--- config.mk ---
export PLATFORM = sky130hd
export DESIGN_NAME = alu_issue_stage_flat
export DESIGN_NICKNAME = d
export VERILOG_FILES = /design/src/rtl/alu_issue_if.sv /design/src/rtl/alu_issue_stage.sv /design/src/flat_wrapper.sv
export SDC_FILE = /design/constraint.sdc
export NUM_CORES = 1
export LEC_CHECK = 0
export CORE_MARGIN = 2
export CORE_UTILIZATION = 44
export DETAILED_ROUTE_END_ITERATION = 12
export PLACE_DENSITY = 0.82
export SETUP_SLACK_MARGIN = 0.05
export SLEW_MARGIN = 10
export SYNTH_ARGS = -nofsm -noshare
export SYNTH_HDL_FRONTEND = slang
export SYNTH_SLANG_ARGS = --single-unit
--- constraint.sdc ---
create_clock -name clk_in -period 1.98 [get_ports clk_in]
set_clock_uncertainty 0.15 [all_clocks]
set_input_delay 0.297 -clock clk_in [delete_from_list [all_inputs] [get_ports clk_in]]
set_output_delay 0.297 -clock clk_in [all_outputs]
set_load 0.01 [all_outputs]
--- src/rtl/alu_issue_if.sv ---
// Handshake and ALU-side bus of the ALU issue stage.
// The slave modport is the issue stage itself; the master modport is the surrounding system.
interface alu_issue_if #(
    parameter int DATA_WIDTH  = 4,
    parameter int COUNT_WIDTH = 8
);
    logic                      cmd_valid_in;
    logic                      cmd_ready_out;
    logic [2:0]                cmd_op_in;
    logic [DATA_WIDTH-1:0]     cmd_a_in;
    logic [DATA_WIDTH-1:0]     cmd_b_in;
    logic [2:0]                alu_sel_out;
    logic [DATA_WIDTH-1:0]     alu_a_out;
    logic [DATA_WIDTH-1:0]     alu_b_out;
    logic [2*DATA_WIDTH-1:0]   alu_res_in;
    logic                      res_valid_out;
    logic                      res_ready_in;
    logic [2*DATA_WIDTH-1:0]   res_data_out;
    logic                      res_zero_out;
    logic                      res_neg_out;
    logic                      res_ill_out;
    logic [COUNT_WIDTH-1:0]    op_count_out;
    logic                      busy_out;

    modport slave (
        input  cmd_valid_in, cmd_op_in, cmd_a_in, cmd_b_in, alu_res_in, res_ready_in,
        output cmd_ready_out, alu_sel_out, alu_a_out, alu_b_out,
        output res_valid_out, res_data_out, res_zero_out, res_neg_out, res_ill_out,
        output op_count_out, busy_out
    );

    modport master (
        output cmd_valid_in, cmd_op_in, cmd_a_in, cmd_b_in, alu_res_in, res_ready_in,
        input  cmd_ready_out, alu_sel_out, alu_a_out, alu_b_out,
        input  res_valid_out, res_data_out, res_zero_out, res_neg_out, res_ill_out,
        input  op_count_out, busy_out
    );
endinterface

--- src/rtl/alu_issue_stage.sv ---
// Two-stage valid/ready wrapper around an external combinational ALU:
// stage 1 holds the issued command, stage 2 captures the result and its flags.
module alu_issue_stage #(
    parameter int DATA_WIDTH  = 4,
    parameter int COUNT_WIDTH = 8
) (
    input  logic        clk_in,
    input  logic        rst_n_in,
    alu_issue_if.slave  bus
);
    localparam int RES_WIDTH = 2 * DATA_WIDTH;

    function automatic logic is_illegal_op(input logic [2:0] op);
        return (op > 3'b101);
    endfunction

    logic                    s1_valid_r;
    logic                    s2_valid_r;
    logic [2:0]              sel_r;
    logic [DATA_WIDTH-1:0]   a_r;
    logic [DATA_WIDTH-1:0]   b_r;
    logic [RES_WIDTH-1:0]    data_r;
    logic                    zero_r;
    logic                    neg_r;
    logic                    ill_r;
    logic [COUNT_WIDTH-1:0]  count_r;

    logic                    s2_free_s;
    logic                    s1_adv_s;
    logic                    ready_s;
    logic                    accept_s;
    logic                    handoff_s;
    logic                    ill_s;
    logic [RES_WIDTH-1:0]    res_s;

    assign s2_free_s = !s2_valid_r || bus.res_ready_in;
    assign s1_adv_s  = s1_valid_r && s2_free_s;
    assign ready_s   = !s1_valid_r || s1_adv_s;
    assign accept_s  = bus.cmd_valid_in && ready_s;
    assign handoff_s = s2_valid_r && bus.res_ready_in;
    assign ill_s     = is_illegal_op(sel_r);
    // Illegal opcodes always yield a zero result regardless of what the ALU returns.
    assign res_s     = ill_s ? {RES_WIDTH{1'b0}} : bus.alu_res_in;

    // Stage 1: command register feeding the ALU; holds steady while stalled.
    always_ff @(posedge clk_in or negedge rst_n_in) begin
        if (!rst_n_in) begin
            s1_valid_r <= 1'b0;
            sel_r      <= 3'b000;
            a_r        <= {DATA_WIDTH{1'b0}};
            b_r        <= {DATA_WIDTH{1'b0}};
        end else if (accept_s) begin
            s1_valid_r <= 1'b1;
            sel_r      <= bus.cmd_op_in;
            a_r        <= bus.cmd_a_in;
            b_r        <= bus.cmd_b_in;
        end else if (s1_adv_s) begin
            s1_valid_r <= 1'b0;
        end
    end

    // Stage 2: result register with status flags for the downstream consumer.
    always_ff @(posedge clk_in or negedge rst_n_in) begin
        if (!rst_n_in) begin
            s2_valid_r <= 1'b0;
            data_r     <= {RES_WIDTH{1'b0}};
            zero_r     <= 1'b0;
            neg_r      <= 1'b0;
            ill_r      <= 1'b0;
        end else if (s1_adv_s) begin
            s2_valid_r <= 1'b1;
            data_r     <= res_s;
            zero_r     <= (res_s == {RES_WIDTH{1'b0}});
            neg_r      <= res_s[RES_WIDTH-1];
            ill_r      <= ill_s;
        end else if (handoff_s) begin
            s2_valid_r <= 1'b0;
        end
    end

    // Completed-operation counter, wraps naturally at its width.
    always_ff @(posedge clk_in or negedge rst_n_in) begin
        if (!rst_n_in) begin
            count_r <= {COUNT_WIDTH{1'b0}};
        end else if (handoff_s) begin
            count_r <= count_r + {{(COUNT_WIDTH-1){1'b0}}, 1'b1};
        end
    end

    assign bus.cmd_ready_out = ready_s;
    assign bus.alu_sel_out   = sel_r;
    assign bus.alu_a_out     = a_r;
    assign bus.alu_b_out     = b_r;
    assign bus.res_valid_out = s2_valid_r;
    assign bus.res_data_out  = data_r;
    assign bus.res_zero_out  = zero_r;
    assign bus.res_neg_out   = neg_r;
    assign bus.res_ill_out   = ill_r;
    assign bus.op_count_out  = count_r;
    assign bus.busy_out      = s1_valid_r || s2_valid_r;
endmodule

--- src/flat_wrapper.sv ---
// flat-port wrapper written by rule: the top's interface ports become plain ports
module alu_issue_stage_flat 
#(
    parameter int DATA_WIDTH  = 4,
    parameter int COUNT_WIDTH = 8
)
  (clk_in, rst_n_in, bus_cmd_valid_in, bus_cmd_op_in, bus_cmd_a_in, bus_cmd_b_in, bus_alu_res_in, bus_res_ready_in, bus_cmd_ready_out, bus_alu_sel_out, bus_alu_a_out, bus_alu_b_out, bus_res_valid_out, bus_res_data_out, bus_res_zero_out, bus_res_neg_out, bus_res_ill_out, bus_op_count_out, bus_busy_out);
  alu_issue_if #(.DATA_WIDTH(DATA_WIDTH), .COUNT_WIDTH(COUNT_WIDTH)) bus_i ();
  input  logic clk_in;
  input  logic rst_n_in;
  input wire logic [$bits(bus_i.cmd_valid_in)-1:0] bus_cmd_valid_in;
  input wire logic [$bits(bus_i.cmd_op_in)-1:0] bus_cmd_op_in;
  input wire logic [$bits(bus_i.cmd_a_in)-1:0] bus_cmd_a_in;
  input wire logic [$bits(bus_i.cmd_b_in)-1:0] bus_cmd_b_in;
  input wire logic [$bits(bus_i.alu_res_in)-1:0] bus_alu_res_in;
  input wire logic [$bits(bus_i.res_ready_in)-1:0] bus_res_ready_in;
  output wire logic [$bits(bus_i.cmd_ready_out)-1:0] bus_cmd_ready_out;
  output wire logic [$bits(bus_i.alu_sel_out)-1:0] bus_alu_sel_out;
  output wire logic [$bits(bus_i.alu_a_out)-1:0] bus_alu_a_out;
  output wire logic [$bits(bus_i.alu_b_out)-1:0] bus_alu_b_out;
  output wire logic [$bits(bus_i.res_valid_out)-1:0] bus_res_valid_out;
  output wire logic [$bits(bus_i.res_data_out)-1:0] bus_res_data_out;
  output wire logic [$bits(bus_i.res_zero_out)-1:0] bus_res_zero_out;
  output wire logic [$bits(bus_i.res_neg_out)-1:0] bus_res_neg_out;
  output wire logic [$bits(bus_i.res_ill_out)-1:0] bus_res_ill_out;
  output wire logic [$bits(bus_i.op_count_out)-1:0] bus_op_count_out;
  output wire logic [$bits(bus_i.busy_out)-1:0] bus_busy_out;
  assign bus_i.cmd_valid_in = bus_cmd_valid_in;
  assign bus_i.cmd_op_in = bus_cmd_op_in;
  assign bus_i.cmd_a_in = bus_cmd_a_in;
  assign bus_i.cmd_b_in = bus_cmd_b_in;
  assign bus_i.alu_res_in = bus_alu_res_in;
  assign bus_i.res_ready_in = bus_res_ready_in;
  assign bus_cmd_ready_out = bus_i.cmd_ready_out;
  assign bus_alu_sel_out = bus_i.alu_sel_out;
  assign bus_alu_a_out = bus_i.alu_a_out;
  assign bus_alu_b_out = bus_i.alu_b_out;
  assign bus_res_valid_out = bus_i.res_valid_out;
  assign bus_res_data_out = bus_i.res_data_out;
  assign bus_res_zero_out = bus_i.res_zero_out;
  assign bus_res_neg_out = bus_i.res_neg_out;
  assign bus_res_ill_out = bus_i.res_ill_out;
  assign bus_op_count_out = bus_i.op_count_out;
  assign bus_busy_out = bus_i.busy_out;
  alu_issue_stage #(.DATA_WIDTH(DATA_WIDTH), .COUNT_WIDTH(COUNT_WIDTH)) u_core (.clk_in(clk_in), .rst_n_in(rst_n_in), .bus(bus_i));
endmodule
======== Yosys cells after proc, flatten, opt, wreduce, memory -nomap -nowiden ========
Index checks and enable logic that the tools add are counted.
W data, S select, Z words.
word-level totals
  register bits ........................... 32
  input bits .............................. 23
  output and inout port bits .............. 33
operators by class
  $add $sub $neg .......................... 1
  $lt $le $gt $ge ......................... 1
  multiplexer cells ....................... 5
  reduce and logical (&&, ||, !) cells .... 11
operator list
  kind                   number
  $add A8 B1 Y8 const B  1
  $logic_not A8 Y1       1
  $mux W8                1
  $mux W1                4
  $reduce_bool A2 Y1     2
  $gt A3 B3 Y1 const B   1
  $logic_and A1 B1 Y1    3
  $logic_or A1 B1 Y1     3
  $logic_not A1 Y1       2

======== Logic depth before layout (Yosys ltp) ========
  word-level depth ........................ 6
  gate-level depth with buffers ........... 4

======== Worst setup path after synthesis ========
OpenSTA, ideal clock, no wires.
  kind .................................... reg-to-reg
  from .................................... reg u_core.s2_valid_r, in the netlist u_core.bus.res_valid_out
  to ...................................... reg u_core.a_r[0], in the netlist u_core.bus.alu_a_out[0]
  setup time .............................. 0.125 ns
  arrival ................................. 1.153 ns
  required time ........................... 1.705 ns
  setup slack ............................. 0.551 ns
  stages on the path, launching flop included .. 5
  clock period less this slack ............ 1.429 ns
  cells stage by stage .................... dfrtp_1 > nand3b_4 > nand2_4 > buf_12 > mux2_4
between the ends
  cells in the longest elaborated chain, start to end .. 5
RTL lines
  element                   RTL line               RTL
  start: declaration        alu_issue_stage.sv:18  logic s2_valid_r;
  start signal: assignment  alu_issue_stage.sv:65  s2_valid_r <= 1'b0;
  start signal: assignment  alu_issue_stage.sv:71  s2_valid_r <= 1'b1;
  start signal: assignment  alu_issue_stage.sv:77  s2_valid_r <= 1'b0;
  $logic_not A1 Y1          alu_issue_stage.sv:36  assign s2_free_s = !s2_valid_r || bus.res_ready_in;
  $logic_or A1 B1 Y1        alu_issue_stage.sv:36
  $logic_and A1 B1 Y1       alu_issue_stage.sv:37  assign s1_adv_s = s1_valid_r && s2_free_s;
  $logic_or A1 B1 Y1        alu_issue_stage.sv:38  assign ready_s = !s1_valid_r || s1_adv_s;
  via bus_cmd_ready_out     flat_wrapper.sv:17     output wire logic [$bits(bus_i.cmd_ready_out)-1:0] bus_cmd_ready_out;
  $logic_and A1 B1 Y1       alu_issue_stage.sv:39  assign accept_s = bus.cmd_valid_in && ready_s;
  end signal: assignment    alu_issue_stage.sv:50  a_r <= {DATA_WIDTH{1'b0}};
  end signal: assignment    alu_issue_stage.sv:55  a_r <= bus.cmd_a_in;
  end: declaration          alu_issue_stage.sv:20  logic [DATA_WIDTH-1:0] a_r;
The timed path passes the listed nets, and every way through them passes these cells.
A chain may end at the register's enable or synchronous reset.

======== Final worst setup path ========
  from .................................... reg u_core.s2_valid_r, in the netlist u_core.bus.res_valid_out
  to ...................................... out bus_res_valid_out
RTL lines
  element           RTL line            RTL
  end: declaration  flat_wrapper.sv:21  output wire logic [$bits(bus_i.res_valid_out)-1:0] bus_res_valid_out;
No word-level cell between the ends.

==> impl_metrics.yaml <==
cts:
  ctsHoldBuffers: 0
  clk_path_buf_depth: 2
  cts_tree: "built"
  clk_pin_slew_ps: 100
  clock_latency_ps: 330
  htree_levels: 2
  clock-root-buffer: "clkbuf_4"
  cts.sinks: 31
  cts_buffers: 5
global_routing:
  grt_max_degree: 32
  grt_pass1_vias: 1072
  grt_pass1_wl_mm: 4.95
  grt_overflow: 0
  track_usage_pct: 19.3
  antenna_found_initial: 0
synthesis:
  seq_area_frac_synth_pct: 56.2
  synth_warnings: 0
  synth_area_um2: 1380
  yosysUniqueCellTypes: 32
  synth-seq-cells: 31
  synth_top_cell_area_share_pct: 56.2
  synth_area_leaders: "dfrtp_1 (56%), mux2_4 (11%), a21o_1 (4.4%)"
  synth_fp_nets: 122
  synth_area_per_cell_um2: 14.1
  synthCells: 98
  synth_top_cell_by_area: "dfrtp_1"
drt:
  drc: 0
  wl_mm: 3.08
  drtPass1Iterations: 4
  ant_nets: 0
  vias: 1053
  viasPerCell: 5.09
  routedWlPerCell_um: 14.9
  drt_iter0_markers: 31
placed_design:
  dp_hpwl_mm: 2.29
  routabilityCongestion: 0.821
  io_buffers: 55
cells_and_area:
  drive_gt1_share_pct: 21.5
  nets: 186
  layout_commonest_cell: "clkdlybuf4s50_1"
  fin_util_pct: 68.4
  syn2layout_area_growth_pct: 50.0
  final_cell_mix: "clkdlybuf4s50_1 (53), dfrtp_1 (31), mux2_4 (10), a21o_1 (8)"
  diodes: 0
run:
  maxCapViolations: 0
floorplan:
  die_w_um: 60.0
  pin_count: 56
  die_h_um: 60.0
  coreArea_um2: 3030
  start_util_pct: 45.6
  rows: 20
  dieArea_um2: 3600
power:
  vdd_drop_max_uv: 546
  leakagePower_nw: 0.964
  power_per_cell_area_nw_per_um2: 1020
setup_path:
  crit_path_end_kind: "primary output"
  r2r_end: "u_core.bus.alu_sel_out[0]$_DFFE_PN0P_"
  critPathArrivalTime_ps: 1370
  cp-endpoint: "bus_res_valid_out"
  r2r_setup_slack_ps: 460
  timing.rr.start: "u_core.bus.res_valid_out$_DFFE_PN0P_"
  rr_worst_depth: 5
  critical_path_class: "reg2out"
  crit_fanout: 5
  startpoint: "u_core.bus.res_valid_out$_DFFE_PN0P_"
  startpoint_type: "flip-flop"
  cp.required_ps: 1530
timing:
  hold_violations: 0
  post-route-min-period_ps: 1810
  finalSetupViolCount: 0
  timing.fmax_mhz: 551
  fin_tns_setup_ps: 0
  fin_crit_sh_pct: 91.6
  slew_headroom_pct: 73.8
  rsz0062_at_grt: "false"
  drv_slew: 0
  tightestPinTransition_ps: 393
run_status:
  outcome: "finished, final reports clean"
hold_path:
  hold_class: "in2async"
==> state kept, by name, indices dropped and copies added (netlist names) <==
register,cells
u_core.bus.res_neg_out,1
u_core.bus.res_valid_out,1
u_core.bus.op_count_out,8
u_core.bus.alu_sel_out,3
u_core.bus.alu_a_out,4
u_core.bus.res_zero_out,1
u_core.s1_valid_r,1
u_core.bus.res_data_out,7
u_core.bus.alu_b_out,4
u_core.bus.res_ill_out,1
==> cells in the mapped netlist <==
| cell | instances |
|---|---|
| a21o_1 | 8 |
| a21oi_1 | 1 |
| a41oi_1 | 1 |
| and2_2 | 1 |
| and3_1 | 1 |
| and4_1 | 6 |
| and4_4 | 2 |
| buf_12 | 1 |
| buf_2 | 1 |
| buf_4 | 1 |
| buf_6 | 1 |
| dfrtp_1 | 31 |
| ha_1 | 1 |
| inv_1 | 1 |
| mux2_2 | 2 |
| mux2_4 | 10 |
| mux2i_1 | 1 |
| nand2_1 | 4 |
| nand2_2 | 2 |
| nand2_4 | 1 |
| nand2b_1 | 1 |
| nand2b_2 | 1 |
| nand3_1 | 1 |
| nand3b_4 | 1 |
| nand4_1 | 3 |
| nor2_1 | 1 |
| nor3_1 | 2 |
| nor4_1 | 2 |
| or2_2 | 1 |
| or2b_1 | 1 |
| xnor2_1 | 4 |
| xor2_1 | 3 |
==> kinds of logic after synthesis <==
kind of cell | count (synthesis) | synth area share, %
and+or+nand+nor | 31 | 16.4
muxes | 13 | 13.2
AOI/OAI and AO/OA | 10 | 5.35
DFF | 31 | 56.2
adders and majority gates | 1 | 0.906
buffers and inverters | 5 | 3.44
xor gates and xnor gates | 7 | 4.44
==> worst max-delay path, stage by stage, from the launching register on <==
cell	delay, ps
dfrtp_1	360
buf_4	150
clkdlybuf4s50_1	540
==> report_power, final <==
part / switching, mW / total, mW / internal [mW]
clock: 0.219 / 0.517 / 0.298
sequential: 0.133 / 0.903 / 0.770
combinational: 0.257 / 0.688 / 0.431
==> worst min path at each step <==
stage	endpoint	startpoint	slack [ps]
2_1_floorplan	u_core.bus.alu_a_out[0]$_DFFE_PN0P_	rst_n_in	-150
3_3_place_gp	u_core.bus.res_data_out[6]$_DFFE_PN0P_	u_core.bus.res_data_out[6]$_DFFE_PN0P_	310
3_5_place_dp	u_core.bus.res_data_out[6]$_DFFE_PN0P_	u_core.bus.res_data_out[6]$_DFFE_PN0P_	330
4_1_cts	u_core.bus.res_data_out[5]$_DFFE_PN0P_	rst_n_in	210
5_1_grt	u_core.bus.res_zero_out$_DFFE_PN0P_	rst_n_in	250
6_report	u_core.bus.res_zero_out$_DFFE_PN0P_	rst_n_in	210
==> per-layer routing <==
layer  track usage [%]  up-vias  part of all wire [%]
met1              23.5      523                    41
met3              4.11        5                   6.2
li1                  -      480                     -
met2              32.1       45                    50
met4              9.52        0                   1.8
met5                 0        -                     0
==> through the flow <==
step / std cells / hold WS (ps) / area (um2) / worst slack [ps] / total power [mW]
after floorplan: 98 / -149 / 1380 / 551 / 1.20
after detailed placement: 198 / 327 / 1980 / 86.2 / 1.61
after global placement: 198 / 307 / 1980 / 101 / 1.58
after global routing: 207 / 251 / 2070 / 102 / 2.22
final: 207 / 207 / 2070 / 166 / 2.11
after CTS: 207 / 209 / 2070 / 142 / 2.13
==> what timing repair did <==
| action | 4_1_cts | 5_1_grt |
|---|---|---|
| setup buffers | 1 | 0 |
| endpoints found under the setup margin | 2 | 0 |
| endpoints found under the hold margin | 0 | 0 |
| gates resized for setup | 2 | 0 |
==> cell type report <==
cell class                 instances  area, um2
sequential                        31        776
tap                               44       55.1
timing repair buffer              61        593
clock buffer                       6       51.3
multi-input combinational         62        557
clock inverter                     2       35.0
fill                             232        957
inverter                           1       3.75
No activity file was read; power rests on OpenSTA's default activity.
